==> config.mk <==
export PLATFORM = sky130hd
export DESIGN_NAME = mips_mc_control
export DESIGN_NICKNAME = d
export VERILOG_FILES = /design/src/rtl/mips_mc_control_pkg.sv /design/src/rtl/mips_mc_control_decode.sv /design/src/rtl/mips_mc_control.sv
export SDC_FILE = /design/constraint.sdc
export NUM_CORES = 1
export LEC_CHECK = 0
export BUFFER_PORTS_ARGS = -buffer_cell sky130_fd_sc_hd__buf_4
export CAP_MARGIN = 40
export CORE_MARGIN = 4
export CORE_UTILIZATION = 45
export CTS_CLUSTER_DIAMETER = 50
export DETAILED_ROUTE_END_ITERATION = 7
export PLACE_DENSITY_LB_ADDON = 0.12
export RECOVER_POWER = 50
export SYNTH_ARGS = -nofsm -noshare
export SYNTH_HDL_FRONTEND = slang
export SYNTH_SLANG_ARGS = --single-unit
==> constraint.sdc <==
create_clock -name clock -period 1.4 [get_ports clock]
set_input_delay 0.14 -clock clock [delete_from_list [all_inputs] [get_ports clock]]
set_output_delay 0.14 -clock clock [all_outputs]
set_load 0.01 [all_outputs]
==> src/rtl/mips_mc_control_pkg.sv <==
// Shared encodings for the multicycle MIPS controller: opcodes, funct codes, ALU ops,
// control_type codes, FSM state codes and the decoded control bundle.
`default_nettype none

package mips_mc_control_pkg;

  localparam logic [5:0] OP_OTHER0 = 6'h00;
  localparam logic [5:0] OP_J      = 6'h02;
  localparam logic [5:0] OP_JAL    = 6'h03;
  localparam logic [5:0] OP_BEQ    = 6'h04;
  localparam logic [5:0] OP_BNE    = 6'h05;
  localparam logic [5:0] OP_ADDI   = 6'h08;
  localparam logic [5:0] OP_ADDIU  = 6'h09;
  localparam logic [5:0] OP_SLTI   = 6'h0a;
  localparam logic [5:0] OP_ANDI   = 6'h0c;
  localparam logic [5:0] OP_ORI    = 6'h0d;
  localparam logic [5:0] OP_XORI   = 6'h0e;
  localparam logic [5:0] OP_LUI    = 6'h0f;
  localparam logic [5:0] OP_LW     = 6'h23;
  localparam logic [5:0] OP_LBU    = 6'h24;
  localparam logic [5:0] OP_SB     = 6'h28;
  localparam logic [5:0] OP_SW     = 6'h2b;

  localparam logic [5:0] OP0_JR    = 6'h08;
  localparam logic [5:0] OP0_ADD   = 6'h20;
  localparam logic [5:0] OP0_ADDU  = 6'h21;
  localparam logic [5:0] OP0_SUB   = 6'h22;
  localparam logic [5:0] OP0_AND   = 6'h24;
  localparam logic [5:0] OP0_OR    = 6'h25;
  localparam logic [5:0] OP0_XOR   = 6'h26;
  localparam logic [5:0] OP0_NOR   = 6'h27;
  localparam logic [5:0] OP0_SLT   = 6'h2a;
  localparam logic [5:0] OP0_ADDM  = 6'h2c;

  localparam logic [2:0] ALU_NOP   = 3'd0;
  localparam logic [2:0] ALU_ADD   = 3'd2;
  localparam logic [2:0] ALU_SUB   = 3'd3;
  localparam logic [2:0] ALU_AND   = 3'd4;
  localparam logic [2:0] ALU_OR    = 3'd5;
  localparam logic [2:0] ALU_NOR   = 3'd6;
  localparam logic [2:0] ALU_XOR   = 3'd7;

  localparam logic [1:0] SRC2_REG  = 2'd0;
  localparam logic [1:0] SRC2_SEXT = 2'd1;
  localparam logic [1:0] SRC2_ZEXT = 2'd2;

  localparam logic [1:0] CT_PC4    = 2'd0;
  localparam logic [1:0] CT_BRANCH = 2'd1;
  localparam logic [1:0] CT_JUMP   = 2'd2;
  localparam logic [1:0] CT_JR     = 2'd3;

  typedef enum logic [2:0] {
    MC_IDLE = 3'd0,
    MC_EXEC = 3'd1,
    MC_MEM  = 3'd2,
    MC_WB   = 3'd3,
    MC_EXC  = 3'd4
  } mc_state_t;

  // rd_src=1 selects rt as destination (I-type), 0 selects rd.
  typedef struct packed {
    logic [2:0] alu_op;
    logic [1:0] alu_src2;
    logic       rd_src;
    logic       byte_load;
    logic       slt;
    logic       lui;
    logic       addm;
    logic       mem_read;
    logic       word_we;
    logic       byte_we;
    logic       branch;
    logic       branch_ne;
    logic       jump;
    logic       jr;
    logic       jal;
  } ctrl_t;

  function automatic logic is_legal(input logic [5:0] op, input logic [5:0] fn);
    logic ok;
    ok = 1'b0;
    case (op)
      OP_OTHER0: begin
        case (fn)
          OP0_JR, OP0_ADD, OP0_ADDU, OP0_SUB, OP0_AND, OP0_OR,
          OP0_XOR, OP0_NOR, OP0_SLT, OP0_ADDM: ok = 1'b1;
          default: ok = 1'b0;
        endcase
      end
      OP_J, OP_JAL, OP_BEQ, OP_BNE, OP_ADDI, OP_ADDIU, OP_SLTI, OP_ANDI,
      OP_ORI, OP_XORI, OP_LUI, OP_LW, OP_LBU, OP_SB, OP_SW: ok = 1'b1;
      default: ok = 1'b0;
    endcase
    return ok;
  endfunction

endpackage

`default_nettype wire

==> src/rtl/mips_mc_control_decode.sv <==
// Combinational instruction decoder: maps opcode/funct to the raw control bundle.
`default_nettype none

module mips_mc_control_decode
  import mips_mc_control_pkg::*;
(
  input  logic [5:0] opcode,
  input  logic [5:0] funct,
  output ctrl_t      ctrl
);

  always_comb begin
    ctrl = '0;
    case (opcode)
      OP_OTHER0: begin
        case (funct)
          OP0_ADD, OP0_ADDU: ctrl.alu_op = ALU_ADD;
          OP0_SUB:           ctrl.alu_op = ALU_SUB;
          OP0_AND:           ctrl.alu_op = ALU_AND;
          OP0_OR:            ctrl.alu_op = ALU_OR;
          OP0_XOR:           ctrl.alu_op = ALU_XOR;
          OP0_NOR:           ctrl.alu_op = ALU_NOR;
          OP0_SLT: begin
            ctrl.alu_op = ALU_SUB;
            ctrl.slt    = 1'b1;
          end
          OP0_JR: begin
            ctrl.jump = 1'b1;
            ctrl.jr   = 1'b1;
          end
          OP0_ADDM: begin
            ctrl.alu_op   = ALU_ADD;
            ctrl.mem_read = 1'b1;
            ctrl.addm     = 1'b1;
          end
          default: ctrl = '0;
        endcase
      end
      OP_J:   ctrl.jump = 1'b1;
      OP_JAL: ctrl.jal  = 1'b1;
      OP_BEQ: begin
        ctrl.alu_op = ALU_SUB;
        ctrl.branch = 1'b1;
      end
      OP_BNE: begin
        ctrl.alu_op    = ALU_SUB;
        ctrl.branch    = 1'b1;
        ctrl.branch_ne = 1'b1;
      end
      OP_ADDI, OP_ADDIU: begin
        ctrl.alu_op   = ALU_ADD;
        ctrl.alu_src2 = SRC2_SEXT;
        ctrl.rd_src   = 1'b1;
      end
      OP_SLTI: begin
        ctrl.alu_op   = ALU_SUB;
        ctrl.alu_src2 = SRC2_SEXT;
        ctrl.rd_src   = 1'b1;
        ctrl.slt      = 1'b1;
      end
      OP_ANDI, OP_ORI, OP_XORI: begin
        ctrl.alu_op   = (opcode == OP_ANDI) ? ALU_AND :
                        (opcode == OP_ORI)  ? ALU_OR  : ALU_XOR;
        ctrl.alu_src2 = SRC2_ZEXT;
        ctrl.rd_src   = 1'b1;
      end
      OP_LUI: begin
        ctrl.alu_src2 = SRC2_ZEXT;
        ctrl.rd_src   = 1'b1;
        ctrl.lui      = 1'b1;
      end
      OP_LW, OP_LBU: begin
        ctrl.alu_op    = ALU_ADD;
        ctrl.alu_src2  = SRC2_SEXT;
        ctrl.rd_src    = 1'b1;
        ctrl.mem_read  = 1'b1;
        ctrl.byte_load = (opcode == OP_LBU);
      end
      OP_SW, OP_SB: begin
        ctrl.alu_op   = ALU_ADD;
        ctrl.alu_src2 = SRC2_SEXT;
        ctrl.word_we  = (opcode == OP_SW);
        ctrl.byte_we  = (opcode == OP_SB);
      end
      default: ctrl = '0;
    endcase
  end

endmodule

`default_nettype wire

==> src/rtl/mips_mc_control.sv <==
// Multicycle MIPS control FSM: IR latch, IDLE/EXEC/MEM/WB/EXC sequencing,
// memory wait timeout and per-state gating of the decoded control bundle.
`default_nettype none

module mips_mc_control
  import mips_mc_control_pkg::*;
#(
  parameter int MEM_TIMEOUT = 15,
  parameter int TMO_W       = 8
) (
  input  logic       clock,
  input  logic       reset,
  input  logic       instr_valid,
  output logic       instr_ready,
  input  logic [5:0] opcode,
  input  logic [5:0] funct,
  input  logic       zero,
  input  logic       mem_ready,
  output logic [2:0] alu_op,
  output logic [1:0] alu_src2,
  output logic       rd_src,
  output logic       writeenable,
  output logic       mem_read,
  output logic       word_we,
  output logic       byte_we,
  output logic       byte_load,
  output logic       slt,
  output logic       lui,
  output logic       addm,
  output logic [1:0] control_type,
  output logic       pc_we,
  output logic       done,
  output logic       except,
  output logic [2:0] state
);

  mc_state_t        cur_state;
  mc_state_t        nxt_state;
  logic [5:0]       ir_op;
  logic [5:0]       ir_fn;
  logic [TMO_W-1:0] wait_cnt;
  ctrl_t            ctrl;
  logic             is_store;
  logic             mem_timeout;

  mips_mc_control_decode u_decode (
    .opcode (ir_op),
    .funct  (ir_fn),
    .ctrl   (ctrl)
  );

  assign is_store    = ctrl.word_we | ctrl.byte_we;
  assign mem_timeout = (wait_cnt == TMO_W'(MEM_TIMEOUT - 1)) && !mem_ready;
  assign pc_we       = done;
  assign state       = cur_state;

  always_ff @(posedge clock) begin
    if (reset) begin
      cur_state <= MC_IDLE;
      ir_op     <= '0;
      ir_fn     <= '0;
      wait_cnt  <= '0;
    end else begin
      cur_state <= nxt_state;
      if (cur_state == MC_IDLE && instr_valid) begin
        ir_op <= opcode;
        ir_fn <= funct;
      end
      // Counter is held at zero outside MEM so every MEM visit starts fresh.
      if (cur_state != MC_MEM) begin
        wait_cnt <= '0;
      end else if (!mem_ready) begin
        wait_cnt <= wait_cnt + TMO_W'(1);
      end
    end
  end

  always_comb begin
    nxt_state    = cur_state;
    instr_ready  = 1'b0;
    alu_op       = ALU_NOP;
    alu_src2     = SRC2_REG;
    rd_src       = 1'b0;
    writeenable  = 1'b0;
    mem_read     = 1'b0;
    word_we      = 1'b0;
    byte_we      = 1'b0;
    byte_load    = 1'b0;
    slt          = 1'b0;
    lui          = 1'b0;
    addm         = 1'b0;
    control_type = CT_PC4;
    done         = 1'b0;
    except       = 1'b0;
    unique case (cur_state)
      MC_IDLE: begin
        instr_ready = 1'b1;
        if (instr_valid) begin
          nxt_state = is_legal(opcode, funct) ? MC_EXEC : MC_EXC;
        end
      end
      MC_EXEC: begin
        alu_op   = ctrl.alu_op;
        alu_src2 = ctrl.alu_src2;
        slt      = ctrl.slt;
        lui      = ctrl.lui;
        if (ctrl.branch) begin
          done         = 1'b1;
          control_type = (zero ^ ctrl.branch_ne) ? CT_BRANCH : CT_PC4;
          nxt_state    = MC_IDLE;
        end else if (ctrl.jump) begin
          done         = 1'b1;
          control_type = ctrl.jr ? CT_JR : CT_JUMP;
          nxt_state    = MC_IDLE;
        end else if (ctrl.mem_read || is_store) begin
          nxt_state = MC_MEM;
        end else begin
          nxt_state = MC_WB;
        end
      end
      MC_MEM: begin
        mem_read = ctrl.mem_read;
        word_we  = ctrl.word_we;
        byte_we  = ctrl.byte_we;
        // mem_ready takes priority over a timeout landing in the same cycle.
        if (mem_ready) begin
          if (is_store) begin
            done      = 1'b1;
            nxt_state = MC_IDLE;
          end else begin
            nxt_state = MC_WB;
          end
        end else if (mem_timeout) begin
          nxt_state = MC_EXC;
        end
      end
      MC_WB: begin
        writeenable  = 1'b1;
        rd_src       = ctrl.rd_src;
        byte_load    = ctrl.byte_load;
        addm         = ctrl.addm;
        done         = 1'b1;
        control_type = ctrl.jal ? CT_JUMP : CT_PC4;
        nxt_state    = MC_IDLE;
      end
      MC_EXC: begin
        except    = 1'b1;
        nxt_state = MC_IDLE;
      end
      default: nxt_state = MC_IDLE;
    endcase
  end

endmodule

`default_nettype wire

After elaboration in Yosys (flattened, before gate mapping)
Index checks and enable logic that the tools add are counted.

storage, ports and cells
  register bits = 23
  bits of input ports = 17
  output and inout port bits = 23

cells by class
  add/sub/neg operators = 1
  eq/ne operators = 58
  muxes and demuxes = 57
  bitwise operators = 2
  reduce and logical (&&, ||, !) cells = 22

operator list
  cell                                                                   number
  6-bit equality test, second input constant                             26
  6-bit by 4-bit equality test with 1-bit output, second input constant  16
  1-bit 2-to-1 mux                                                       30
  6-bit by 2-bit equality test with 1-bit output, second input constant  4
  6-bit by 3-bit equality test with 1-bit output, second input constant  4
  2-bit 2-to-1 mux                                                       11
  3-bit 2-to-1 mux                                                       6
  3-bit case mux with 6 select lines                                     1
  15-bit OR reduction                                                    1
  6-bit zero test                                                        2
  3-bit case mux with 4 select lines                                     1
  10-bit OR reduction                                                    1
  2-bit OR reduction                                                     5
  3-bit case mux with 3 select lines                                     1
  3-bit OR reduction                                                     3
  9-bit OR reduction                                                     1
  8-bit by 1-bit adder with 8-bit output, second input constant          1
  8-bit by 4-bit equality test with 1-bit output, second input constant  1
  1-bit case mux with 2 select lines                                     4
  2-bit case mux with 2 select lines                                     2
  7-bit OR reduction                                                     1
  3-bit by 2-bit equality test with 1-bit output, second input constant  2
  6-bit OR reduction                                                     1
  4-bit OR reduction                                                     1
  13 further kinds                                                       14

Depth between registers and ports, before layout
  depth in word-level cells = 9
  mapped depth = 7
  depth with buffers taken out = 7

Hierarchy
From an unflattened synthesis, not the netlist that was laid out.

unflattened totals
  cells, all modules = 227
  area total of the unflattened synthesis = 1707.9 µm²

by module, submodules not included
  module                  instances  cells an instance  area each (µm²)
  mips_mc_control         1          154                1248.7
  mips_mc_control_decode  1          73                 459.2

Least setup slack after synthesis
Ideal clock, no wire load.

  path kind = reg-to-output
  from = register ir_op[0]
  to = output port pc_we
  arrival time = 1.620 ns
  slack = -0.360 ns
  stages on the path, launching flop included = 7
  path buffers = 2
  cell sequence = dfxtp_1 -> buf_2 -> or2_2 -> a21boi_0 -> nand3_1 -> a21oi_1 -> buf_4

on the way
  cells in the longest elaborated chain, start to end = 7
  elaborated cells between the ends (all ways) = 17
  classes of those cells = 5 x eq/ne; 8 x mux; 1 x bitwise; 3 x reduce/logical

RTL lines
  element                                        line                                                                                      source
  start, declared                                mips_mc_control.sv:39                                                                     logic [5:0] ir_op;
  start signal, assigned                         mips_mc_control.sv:66                                                                     ir_op <= opcode;
  6-bit equality test, on equally long branches  mips_mc_control_decode.sv:14, mips_mc_control_decode.sv:83, mips_mc_control_decode.sv:82
  2-bit OR reduction                             mips_mc_control_decode.sv:14                                                              case (opcode)
  2-bit 2-to-1 mux                               n/a
  1-bit OR                                       mips_mc_control.sv:52                                                                     assign is_store = ctrl.word_we | ctrl.byte_we;
  1-bit 2-to-1 mux                               mips_mc_control.sv:127                                                                    if (is_store) begin
  1-bit 2-to-1 mux                               mips_mc_control.sv:126                                                                    if (mem_ready) begin
  1-bit case mux with 3 select lines *           mips_mc_control.sv:95                                                                     unique case (cur_state)
  end, declared                                  mips_mc_control.sv:31                                                                     output logic pc_we,

Every way passes the cells marked *; elsewhere a longest branch is shown, timed or not.

Final worst setup path
  from = register ir_op[3]
  to = output port mem_read

on the way
  cells in the longest elaborated chain, start to end = 4
  elaborated cells between the ends (all ways) = 6
  classes of those cells = 2 x eq/ne; 2 x mux; 2 x reduce/logical

RTL lines
  element                               line                          source
  6-bit equality test                   mips_mc_control_decode.sv:14
  2-bit OR reduction                    n/a
  1-bit case mux with 2 select lines *  mips_mc_control_decode.sv:14
  1-bit 2-to-1 mux *                    mips_mc_control.sv:95
  end, declared                         mips_mc_control.sv:23         output logic mem_read,

Marks and branches as above.

==> results.md <==
Run status:
- The flow ran to the end, but the final reports show violations.
- The checks that failed: negative setup slack.

Critical path:
- For the worst setup path, the data required time is 1.26 ns.
- STA classifies the critical path startpoint as a flop.
- The data arrival time of the critical path is 1.81 ns.
- The maximum net fanout on the critical path is 6.
- In this run the critical register-to-register path is launched from ir_op[3].
- The nature of the critical path endpoint is an output pin.
- The type of the worst setup path is flop to output pin.
- The largest single stage delay on the critical path is 0.44 ns.
- The worst path buffer plus inverter count is 1.
- The startpoint of the worst setup timing path is ir_op[3].
- The top cell family by delay on the critical path is simple AND/OR/NAND/NOR gates.
- Traced cell by cell, the critical path runs through nor4_4 -> and3_4 -> a32oi_4 -> nor2b_1 -> buf_4.
- The master of the slowest instance on the critical path is nor4_4.

Logic synthesis:
- After synthesis, the largest family of logic cells by area is simple AND/OR/NAND/NOR gates.
- For this run, the leading register cell type out of synthesis is dfxtp_1.
- The post-synthesis adder-cell area fraction is 1.48%.
- The synthesized design contains 0 enable-type register cells.
- The share of the Yosys chip area taken by registers is 27.2%.
- The distinct cell type count of the synthesized netlist is 57.
- After technology mapping, the gate count stands at 234.
- The synthesized-area fraction occupied by and/or/nand/nor cells is 37.2%.
- The share of synthesized flip-flops with an asynchronous set or reset is 0%.
- The synthesized area divided by synthesized cell count is 7.23 µm².
- Synthesis inferred 23 register bits.
- For this run, the number of Yosys warnings is 0.
- The share of synthesized area in the top cell type comes to 27.2%.
- Yosys attributes the largest share of cell area to dfxtp_1 27%, nand2_1 8.4%, a21oi_1 6.2%.
- Of all cell types, the one taking the most synthesized area is dfxtp_1.
- The xor and xnor fraction of the mapped netlist area is 6.21%.
- Multiplexer cells account for 1.26% of the synthesized area.
- In this run the cell area of the synthesized design comes to 1690 µm².
- The compound-gate portion of the synthesized area is 20.5%.
- The number of nets handed over by synthesis was 253.

Floorplan:
- The floorplan die area is 4810 µm².
- The initial utilization of the core area, before any placement, comes to 46.2%.
- The number of I/O pins is 40.
- The die width is 69.3 µm.
- The floorplan has 22 rows.
- The die is 69.3 µm tall.
- The core outline area is 3660 µm².

Power:
- For this design the ratio of total power to cell area is 690 nW/µm².
- The leakage power figure is 1.23 nW.
- The peak supply drop is 0.000597 V.
- The overall power after layout is 2.05 mW.

CTS:
- The buffer cell driving the clock tree root is clkbuf_8.
- After clock tree synthesis, the clock-pin slew on the worst setup and hold paths is 0.08 ns.
- The CTS H-tree depth is 1.
- The clock passes through at most 2 buffers.
- The TritonCTS buffer count is 3.
- TritonCTS built the clock tree.
- The clock net in this run drives a total of 23 sinks.
- The insertion delay of the later-clocked pin in the worst-skew pair is 0.26 ns.

Timing:
- After layout, the worst setup slack is -0.553 ns.
- Summed over all failing endpoints, the final setup total negative slack is -7.38 ns.
- At the pin with the least slew margin, the transition time is 0.543 ns.
- The final hold violation count came to 0.
- For the final database, setup skew stands at 0.00499 ns.
- Subtracting the final worst setup slack from the clock period gives 1.95 ns.
- The share of the cycle needed by the critical path after routing is 140%.
- The number of max-slew violations in the final report is 0.
- Derived from the worst setup path, the maximum achievable clock frequency is 512 MHz.
- Setup repair after global routing could not meet its margin everywhere.
- The headroom to the max-slew limit is 63.5%.
- Setup violations remaining at the end of the flow were counted as 24.
- Hold timing on the final database bottoms out at a slack of 0.134 ns.

Global route:
- The number of global-route vias before repair is 1881.
- The number of antenna violations at the first check in global routing came to 0.
- The largest net degree at the start of global routing is 16.
- The global-route total usage across every layer is 20.6%.
- The wire length of the first global-routing pass is 8520 µm.
- For this run the aggregate overflow at the end of global routing stands at 0.

Cells and area:
- For this run, the post-layout net count is 353.
- In the layout the commonest cells are 91 x buf_4, 34 x nand2_1, 18 x a21oi_1, 14 x nor2_1, 14 x buf_6.
- The utilization of the core after routing is 81.2%.
- The area growth from synthesis to layout is 75.6%.
- The commonest non-fill, non-tap cell in the layout is buf_4.
- 0 antenna diodes ended up in the layout.
- The fraction of final layout cells sized beyond drive strength 1 is 58.3%.
- The filler cell count in the final layout is 249.

Flow run:
- Across the run, the number of max-cap violations was 0.

Worst hold path:
- In this run the worst hold path is classified as primary input to flop.
- The origin of the worst min-delay path is opcode[4].

Place:
- Detailed placement ended at an HPWL of 3840 µm.
- The number of buffer cells added on primary ports is 39.
- Routability-driven placement finished with a final weighted congestion of 0.873.

Route:
- Summing over every cut layer, the via total after detailed routing is 2132.
- Dividing the detail-routed wire length by the instance count gives 16.0 µm.
- In this run, the number of DRC markers left after iteration 0 of detailed routing was 160.
- The number of iterations in the first detailed-routing pass is 4.
- The residual antenna-violating net count after detailed routing is 0.
- For this run, design rule violations remaining after detail routing come to 0.
- Summed over all layers, the routed wires come to 6110 µm.
- Using the TritonRoute via totals, the vias-per-cell ratio works out to 5.60.
==> registers in the layout, indices dropped and copies added, names as in the netlist <==
name      flops
ir_fn         6
wait_cnt      8
state         3
ir_op         6
==> timing repair <==
item	4_1_cts	5_1_grt
pin swaps	12	21
resized for setup	31	57
buffers inserted	6	10
setup endpoints to repair	22	32
hold buffers	0	0
cloned	0	0
==> per-layer routing <==
metal	vias to the layer above	part of all wire (%)	track usage [%]
li1	1032	-	-
met1	1011	43	26.9
met2	68	51	35.2
met3	21	4.0	1.59
met4	0	2.7	8.03
met5	-	0	0
==> Yosys cell counts (2+ instances only) <==
library cell / count
or3_1: 4
dfxtp_1: 23
inv_1: 8
a21oi_1: 21
nor2_1: 22
ha_1: 2
xor2_1: 9
nor4_1: 3
nor3b_1: 4
a32oi_1: 4
nor2b_1: 6
nand2b_1: 3
o22ai_1: 2
nand3_1: 7
a221oi_1: 2
clkbuf_1: 6
a21boi_0: 2
buf_2: 8
and3_1: 6
o21ai_0: 4
nand2_1: 38
xnor2_1: 3
and2_1: 2
o31ai_1: 2
nor3_1: 11
==> worst register-to-register path, delay by kind of cell (launching register included) <==
kind	cells	cell delay, ns
AO/OA/AOI/OAI	3	0.35
buffers and inverters	1	0.15
flip-flops	1	0.38
AND/OR/NAND/NOR	2	0.77
==> through the flow <==
stage / cell area (µm²) / std cells / worst slack, ns
final: 2970 / 381 / -0.553
after global routing: 2970 / 381 / -0.657
after CTS: 2690 / 373 / -0.459
after detailed placement: 2500 / 364 / -0.252
after global placement: 2500 / 364 / -0.221
after floorplan: 1800 / 234 / -0.131
==> cell type report <==
type                    count  area, µm²  share of cell area (%)
clock inverters             1       5.00                   0.168
well taps                  48       60.1                    2.02
inverters                   9       36.3                    1.22
clock buffers               3       41.3                    1.39
repair buffers            110        901                    30.3
multi-input cells         187       1440                    48.5
flip-flops and latches     23        488                    16.4
==> report_power, final <==
group	total [mW]	internal [mW]	switching, mW
Combinational	0.892	0.462	0.429
Sequential	0.750	0.694	0.0560
Clock	0.410	0.199	0.211
Total	2.05	1.36	0.697
==> final timing paths <==
kind,slack [ns],end,depth (start not counted)
worst max-delay path,-0.55,mem_read,5
worst max register to register,-0.34,state[0],6
worst min register to register,0.48,ir_fn[4],2
worst min-delay path,0.13,ir_op[4],3
==> cells by family after synthesis <==
group,after synthesis
buf+inv,24
xor+xnor,12
mux,2
simple gates,119
fa+ha+maj,2
compound gates,52
flops,23
No activity file was read; power rests on OpenSTA's default activity.
